<file path="src/rtl/ram_volts_reader_if.sv">
// ram_volts_reader_if
// Bundles the sequencer's bus and handshake signals: the dump request, the
// voltage RAM read port and the UART TX byte handshake.
//   master : the sequencer (drives addr_o, tx_start_o, tx_data_o, busy_o, done_o)
//   slave  : the surrounding system (drives start_i, doutram_i, tx_done_i)
interface ram_volts_reader_if #(
   parameter int Width = 12
);
   logic             start_i;
   logic [Width-1:0] doutram_i;
   logic             tx_done_i;
   logic [8:0]       addr_o;
   logic             tx_start_o;
   logic [7:0]       tx_data_o;
   logic             busy_o;
   logic             done_o;

   modport master (
      input  start_i, doutram_i, tx_done_i,
      output addr_o, tx_start_o, tx_data_o, busy_o, done_o
   );

   modport slave (
      output start_i, doutram_i, tx_done_i,
      input  addr_o, tx_start_o, tx_data_o, busy_o, done_o
   );
endinterface

</file>
<file path="src/rtl/ram_volts_reader.sv">
// ram_volts_reader
// Walks the voltage RAM from address 0 to Depth-1 and streams every sample to
// the UART TX as two bytes, high byte first, then pulses done_o once.
// Ports:
//   clk_i  : system clock, rising edge
//   rst_i  : asynchronous reset, active high
//   bus    : master side of ram_volts_reader_if
//            start_i    dump request (only looked at in IDLE)
//            doutram_i  RAM read data for addr_o (combinational RAM)
//            tx_done_i  UART byte finished (only looked at in WAIT_HI/WAIT_LO)
//            addr_o     RAM address
//            tx_start_o one-cycle byte send request
//            tx_data_o  byte being sent
//            busy_o     dump in progress
//            done_o     one-cycle end-of-dump pulse
module ram_volts_reader #(
   parameter int Width = 12,
   parameter int Depth = 310
) (
   input logic                clk_i,
   input logic                rst_i,
   ram_volts_reader_if.master bus
);

   typedef enum logic [2:0] {
      IDLE, LOAD, SEND_HI, WAIT_HI, SEND_LO, WAIT_LO, DONE
   } state_t;

   localparam logic [8:0] LastAddr = 9'(Depth - 1);

   state_t           state_q, state_d;
   logic [8:0]       addr_q;
   logic [Width-1:0] sample_q;
   logic [7:0]       hi_byte;

   // state register
   always_ff @(posedge clk_i or posedge rst_i) begin
      if (rst_i) state_q <= IDLE;
      else       state_q <= state_d;
   end

   // next state
   always_comb begin
      state_d = state_q;
      case (state_q)
         IDLE:    if (bus.start_i) state_d = LOAD;
         LOAD:    state_d = SEND_HI;
         SEND_HI: state_d = WAIT_HI;
         WAIT_HI: if (bus.tx_done_i) state_d = SEND_LO;
         SEND_LO: state_d = WAIT_LO;
         WAIT_LO: if (bus.tx_done_i) state_d = (addr_q == LastAddr) ? DONE : LOAD;
         DONE:    state_d = IDLE;
         default: state_d = IDLE;
      endcase
   end

   // Address only moves on WAIT_LO->LOAD and DONE->IDLE, so the RAM output
   // has the whole LOAD cycle to settle before it is captured.
   always_ff @(posedge clk_i or posedge rst_i) begin
      if (rst_i) begin
         addr_q   <= '0;
         sample_q <= '0;
      end else begin
         case (state_q)
            IDLE:    addr_q   <= '0;
            LOAD:    sample_q <= bus.doutram_i;
            WAIT_LO: if (bus.tx_done_i && addr_q != LastAddr) addr_q <= addr_q + 9'd1;
            DONE:    addr_q   <= '0;
            default: ;
         endcase
      end
   end

   // upper Width-8 bits, zero-extended to a byte
   always_comb begin
      hi_byte = '0;
      hi_byte[Width-9:0] = sample_q[Width-1:8];
   end

   // Moore outputs: decoded from state and sample only
   always_comb begin
      bus.tx_start_o = 1'b0;
      bus.tx_data_o  = 8'h00;
      bus.busy_o     = 1'b0;
      bus.done_o     = 1'b0;
      case (state_q)
         LOAD: bus.busy_o = 1'b1;
         SEND_HI: begin
            bus.busy_o     = 1'b1;
            bus.tx_start_o = 1'b1;
            bus.tx_data_o  = hi_byte;
         end
         WAIT_HI: begin
            bus.busy_o    = 1'b1;
            bus.tx_data_o = hi_byte;
         end
         SEND_LO: begin
            bus.busy_o     = 1'b1;
            bus.tx_start_o = 1'b1;
            bus.tx_data_o  = sample_q[7:0];
         end
         WAIT_LO: begin
            bus.busy_o    = 1'b1;
            bus.tx_data_o = sample_q[7:0];
         end
         DONE:    bus.done_o = 1'b1;
         default: ;
      endcase
   end

   assign bus.addr_o = addr_q;

endmodule

</file>
<file path="src/flat_wrapper.sv">
// flat-port wrapper written by rule: the top's interface ports become plain ports
module ram_volts_reader_flat 
#(
   parameter int Width = 12,
   parameter int Depth = 310
)
  (clk_i, rst_i, bus_start_i, bus_doutram_i, bus_tx_done_i, bus_addr_o, bus_tx_start_o, bus_tx_data_o, bus_busy_o, bus_done_o);
  ram_volts_reader_if #(.Width(Width)) bus_i ();
  input logic clk_i;
  input logic rst_i;
  input wire logic [$bits(bus_i.start_i)-1:0] bus_start_i;
  input wire logic [$bits(bus_i.doutram_i)-1:0] bus_doutram_i;
  input wire logic [$bits(bus_i.tx_done_i)-1:0] bus_tx_done_i;
  output wire logic [$bits(bus_i.addr_o)-1:0] bus_addr_o;
  output wire logic [$bits(bus_i.tx_start_o)-1:0] bus_tx_start_o;
  output wire logic [$bits(bus_i.tx_data_o)-1:0] bus_tx_data_o;
  output wire logic [$bits(bus_i.busy_o)-1:0] bus_busy_o;
  output wire logic [$bits(bus_i.done_o)-1:0] bus_done_o;
  assign bus_i.start_i = bus_start_i;
  assign bus_i.doutram_i = bus_doutram_i;
  assign bus_i.tx_done_i = bus_tx_done_i;
  assign bus_addr_o = bus_i.addr_o;
  assign bus_tx_start_o = bus_i.tx_start_o;
  assign bus_tx_data_o = bus_i.tx_data_o;
  assign bus_busy_o = bus_i.busy_o;
  assign bus_done_o = bus_i.done_o;
  ram_volts_reader #(.Width(Width), .Depth(Depth)) u_core (.clk_i(clk_i), .rst_i(rst_i), .bus(bus_i));
endmodule
</file>
<file path="config.mk">
export PLATFORM = sky130hd
export DESIGN_NAME = ram_volts_reader_flat
export DESIGN_NICKNAME = d
export VERILOG_FILES = /design/src/rtl/ram_volts_reader_if.sv /design/src/rtl/ram_volts_reader.sv /design/src/flat_wrapper.sv
export SDC_FILE = /design/constraint.sdc
export NUM_CORES = 1
export LEC_CHECK = 0
export ABC_AREA = 0
export BUFFER_PORTS_ARGS = -buffer_cell sky130_fd_sc_hd__buf_2
export CAP_MARGIN = 15
export CORE_UTILIZATION = 42
export DETAILED_ROUTE_END_ITERATION = 7
export GPL_TIMING_DRIVEN = 0
export PLACE_DENSITY = 0.72
export SLEW_MARGIN = 20
export SYNTH_ARGS = -nofsm -noshare
export SYNTH_HDL_FRONTEND = slang
export SYNTH_SLANG_ARGS = --single-unit
</file>
<file path="constraint.sdc">
create_clock -name clk_i -period 1.88 [get_ports clk_i]
set_input_delay 0.376 -clock clk_i [delete_from_list [all_inputs] [get_ports clk_i]]
set_output_delay 0.376 -clock clk_i [all_outputs]
set_load 0.01 [all_outputs]
</file>
==> key figures <==
Detailed routing
  – Drt first pass iters: 4
  – DRC violations left: 0
  – Via density: 5.45
  – DR iter-0 viols: 26
  – DR WL/cell: between 10 and 15 µm
  – Post-DRT Antenna Nets: 0
  – Final wirelength: 2500 µm
  – Total number of vias: 1003

Critical path
  – Largest stage delay, worst path: 0.42 ns
  – WP data required: 1.50 ns
  – Nature of the critical path endpoint: output pin
  – Crit-path max FO: 10
  – Worst path bufs/invs: 2
  – Worst path top cell family by delay: flip-flops
  – CP Launch Type: register
  – CP Data Arrival Time: 1.43 ns
  – Crit Path Category: register to output pin
  – Critical path, cell by cell: nor2b_2, buf_4, a22o_1, buf_2
  – CP max-delay cell: dfrtp_1

Global route
  – Met2 Use GR: 0.281
  – Grt total ovfl: 0
  – Vias in the first global route: around 940
  – Busiest layer in global routing: met2
  – GRT met1 Usage: 0.222
  – First-pass GRT wire length: about 4200 µm
  – Initial antenna violation count: 0
  – GRT met3 Usage: 0.0392
  – Total GRT Usage: 0.166
  – Largest net degree at the start of global routing: 25

Placed design
  – GP Congestion: 0.750
  – I/O Buffers: 35
  – Pre-CTS setup slack: 0.173 ns
  – Dpl hpwl: around 1900 µm

Logic synthesis
  – Post-Syn Instances: 112
  – Netlist cell types: 38
  – Syn avg cell area: between 10 and 15 µm²
  – Synth Net Count: 130
  – Sequential area share after synthesis: 0.481
  – Ys Warns: 0
  – Number of flops mapped to enable cells by yosys: 0
  – Synth area leader: dfrtp_1
  – Commonest register cell after synthesis: dfrtp_1
  – Mapped Area: 1250 µm²
  – Ranking of synthesized cells by area: dfrtp_1, mux2_2, xnor2_1
  – Synth Register Bits: 24
  – Post-synth ARST share: 1.00
  – Top cell type's share of synthesized area: 0.481

Floorplan
  – Initial Utilization: 0.449
  – Die height: 56.5 µm
  – IO Pins: 36
  – Area of the core: approximately 2800 µm²
  – Die W: 56.5 µm
  – Die area: 3200 µm²
  – Site Rows: 19

Pwr
  – Worst VDD drop: 1130 µV
  – PwrDens: 1450 nW/µm²
  – LEAKAGE: 0.000734 µW

Clocking
  – Clk buf depth: 2
  – Hold_buf cts: 0
  – Clk Latency, worst-skew pair: 0.31 ns
  – H-tree levels: 1
  – CTS tree: built
  – Root buffer cell: clkbuf_4
  – Clock-pin slew on the worst setup and hold paths: about 0.13 ns
  – Clock sink count: 24
  – CTS buffer count: 3

Timing
  – Final setup fails: 0
  – Hold_ws: 0.231 ns
  – Max-slew violation count: 0
  – Final hold violation count: 0
  – Relative slew margins: 0.402
  – Final cycle utilization of the critical path: 0.962
  – Worst Max-Slew Pin Slew: 0.896 ns
  – Maximum clock rate: 553 MHz
  – Min Tclk post-route: 1.81 ns
  – Worst setup margin: between 0.07 and 0.08 ns
  – Setup Skew: about 0.0025 ns

Final layout
  – Layout cell share with drive strength beyond 1: 0.451
  – # nets final: 172
  – Ant diodes: 0
  – # fillers: approximately 250
  – Synth-to-layout area growth: 22.7%

Flow run
  – Max-cap viol count: 0

Status
  – Status: complete, no violations

Hold path
  – Hold WC Path Type: input pin to asynchronous set/reset pin
[worst register-to-register path, cell delays in order (launching register included)]
cell     delay [ns]
dfrtp_2        0.45
buf_4          0.15
nor3b_2        0.32
buf_2          0.31
mux2_2         0.37
[path summary, 6_finish.rpt]
path	startpoint	endpoint	slack [ns]	cells after the start
setup / recovery	u_core.state_q[2]	bus_tx_data_o[2]	0.07	4
hold / removal	rst_i	u_core.sample_q[4]	0.23	2
setup reg to reg	u_core.state_q[1]	u_core.sample_q[2]	0.18	4
hold reg to reg	u_core.sample_q[5]	u_core.sample_q[5]	0.52	1
max in group asynchronous	rst_i	u_core.state_q[1]	1.05	2
min in group clk_i	bus_doutram_i[4]	u_core.sample_q[4]	0.28	2
[placed cells by master (no fill, tap or decap), drive strengths merged, types with 2 or more instances in the layout]
master,count
clkbuf,4
inv,4
nor2,7
a22o,4
nor4,2
nand2,7
a21oi,3
nand2b,2
nand3,4
mux2,12
nand4b,2
dfrtp,24
and2,4
nor2b,2
o21ai,3
nand4,2
xnor2,5
nor3,6
ha,2
or3,2
buf,42
[area by class of cell]
type                       instances  area (µm²)  share of cell area
buffer                             5        36.3              0.0237
clock buffer                       4        36.3              0.0237
inverter                           4        15.0             0.00980
multi-input combinational         79         614               0.401
sequential                        24         602               0.393
tap                               31        38.8              0.0253
timing repair buffer              37         190               0.124
[what timing repair did]
item / in CTS / in global routing
endpoints found under the setup margin: 9 / 11
resized for setup: 4 / 3
buffers inserted: 0 / 2
[metrics by stage]
step / util / setup TNS, ns / instance area (µm²) / cells / power, µW
4_1_cts: 0.543 / 0 / 1510 / 182 / 2210
2_1_floorplan: - / 0 / 1250 / 112 / 1610
3_3_place_gp: 0.526 / 0 / 1460 / 178 / 1860
6_report: 0.551 / 0 / 1530 / 184 / 2220
5_1_grt: 0.551 / -0.000541 / 1530 / 184 / 2390
3_5_place_dp: 0.526 / 0 / 1460 / 178 / 1910
[cell families after synthesis]
family                   share of synthesized area
AND/OR/NAND/NOR                              0.209
XOR/XNOR                                    0.0351
AO/OA/AOI/OAI                                0.100
buffers and inverters                       0.0381
adder cells (fa/ha/maj)                     0.0200
flip-flops                                   0.481
multiplexers                                 0.116
[sequential cells by signal, summed over array words and instances (netlist names)]
register	cells
u_core.state_q	3
u_core.sample_q	12
u_core.bus.addr_o	9
[routing by layer]
metal / share of wire / up-vias
li1: - / 485
met1: 0.44 / 487
met2: 0.49 / 29
met3: 0.061 / 2
met4: 0.0056 / 0
met5: 0 / -
[power breakdown]
group	switching [µW]	internal (µW)
clock	156	118
combinational	544	577
sequential	120	707
total	820	1400
[cells in the mapped netlist (2+ instances only)]
| master | n |
|---|---|
| dfrtp_1 | 24 |
| mux2_2 | 12 |
| nand2_1 | 7 |
| nor2_1 | 6 |
| nor3_1 | 5 |
| xnor2_1 | 5 |
| a22o_1 | 4 |
| and2_1 | 4 |
| inv_1 | 4 |
| nand3_1 | 4 |
| a21oi_1 | 3 |
| o21ai_0 | 3 |
| buf_2 | 2 |
| ha_1 | 2 |
| nand2b_1 | 2 |
| nand4_1 | 2 |
| or3_1 | 2 |
Note: power is estimated with default switching activity, not from simulation.
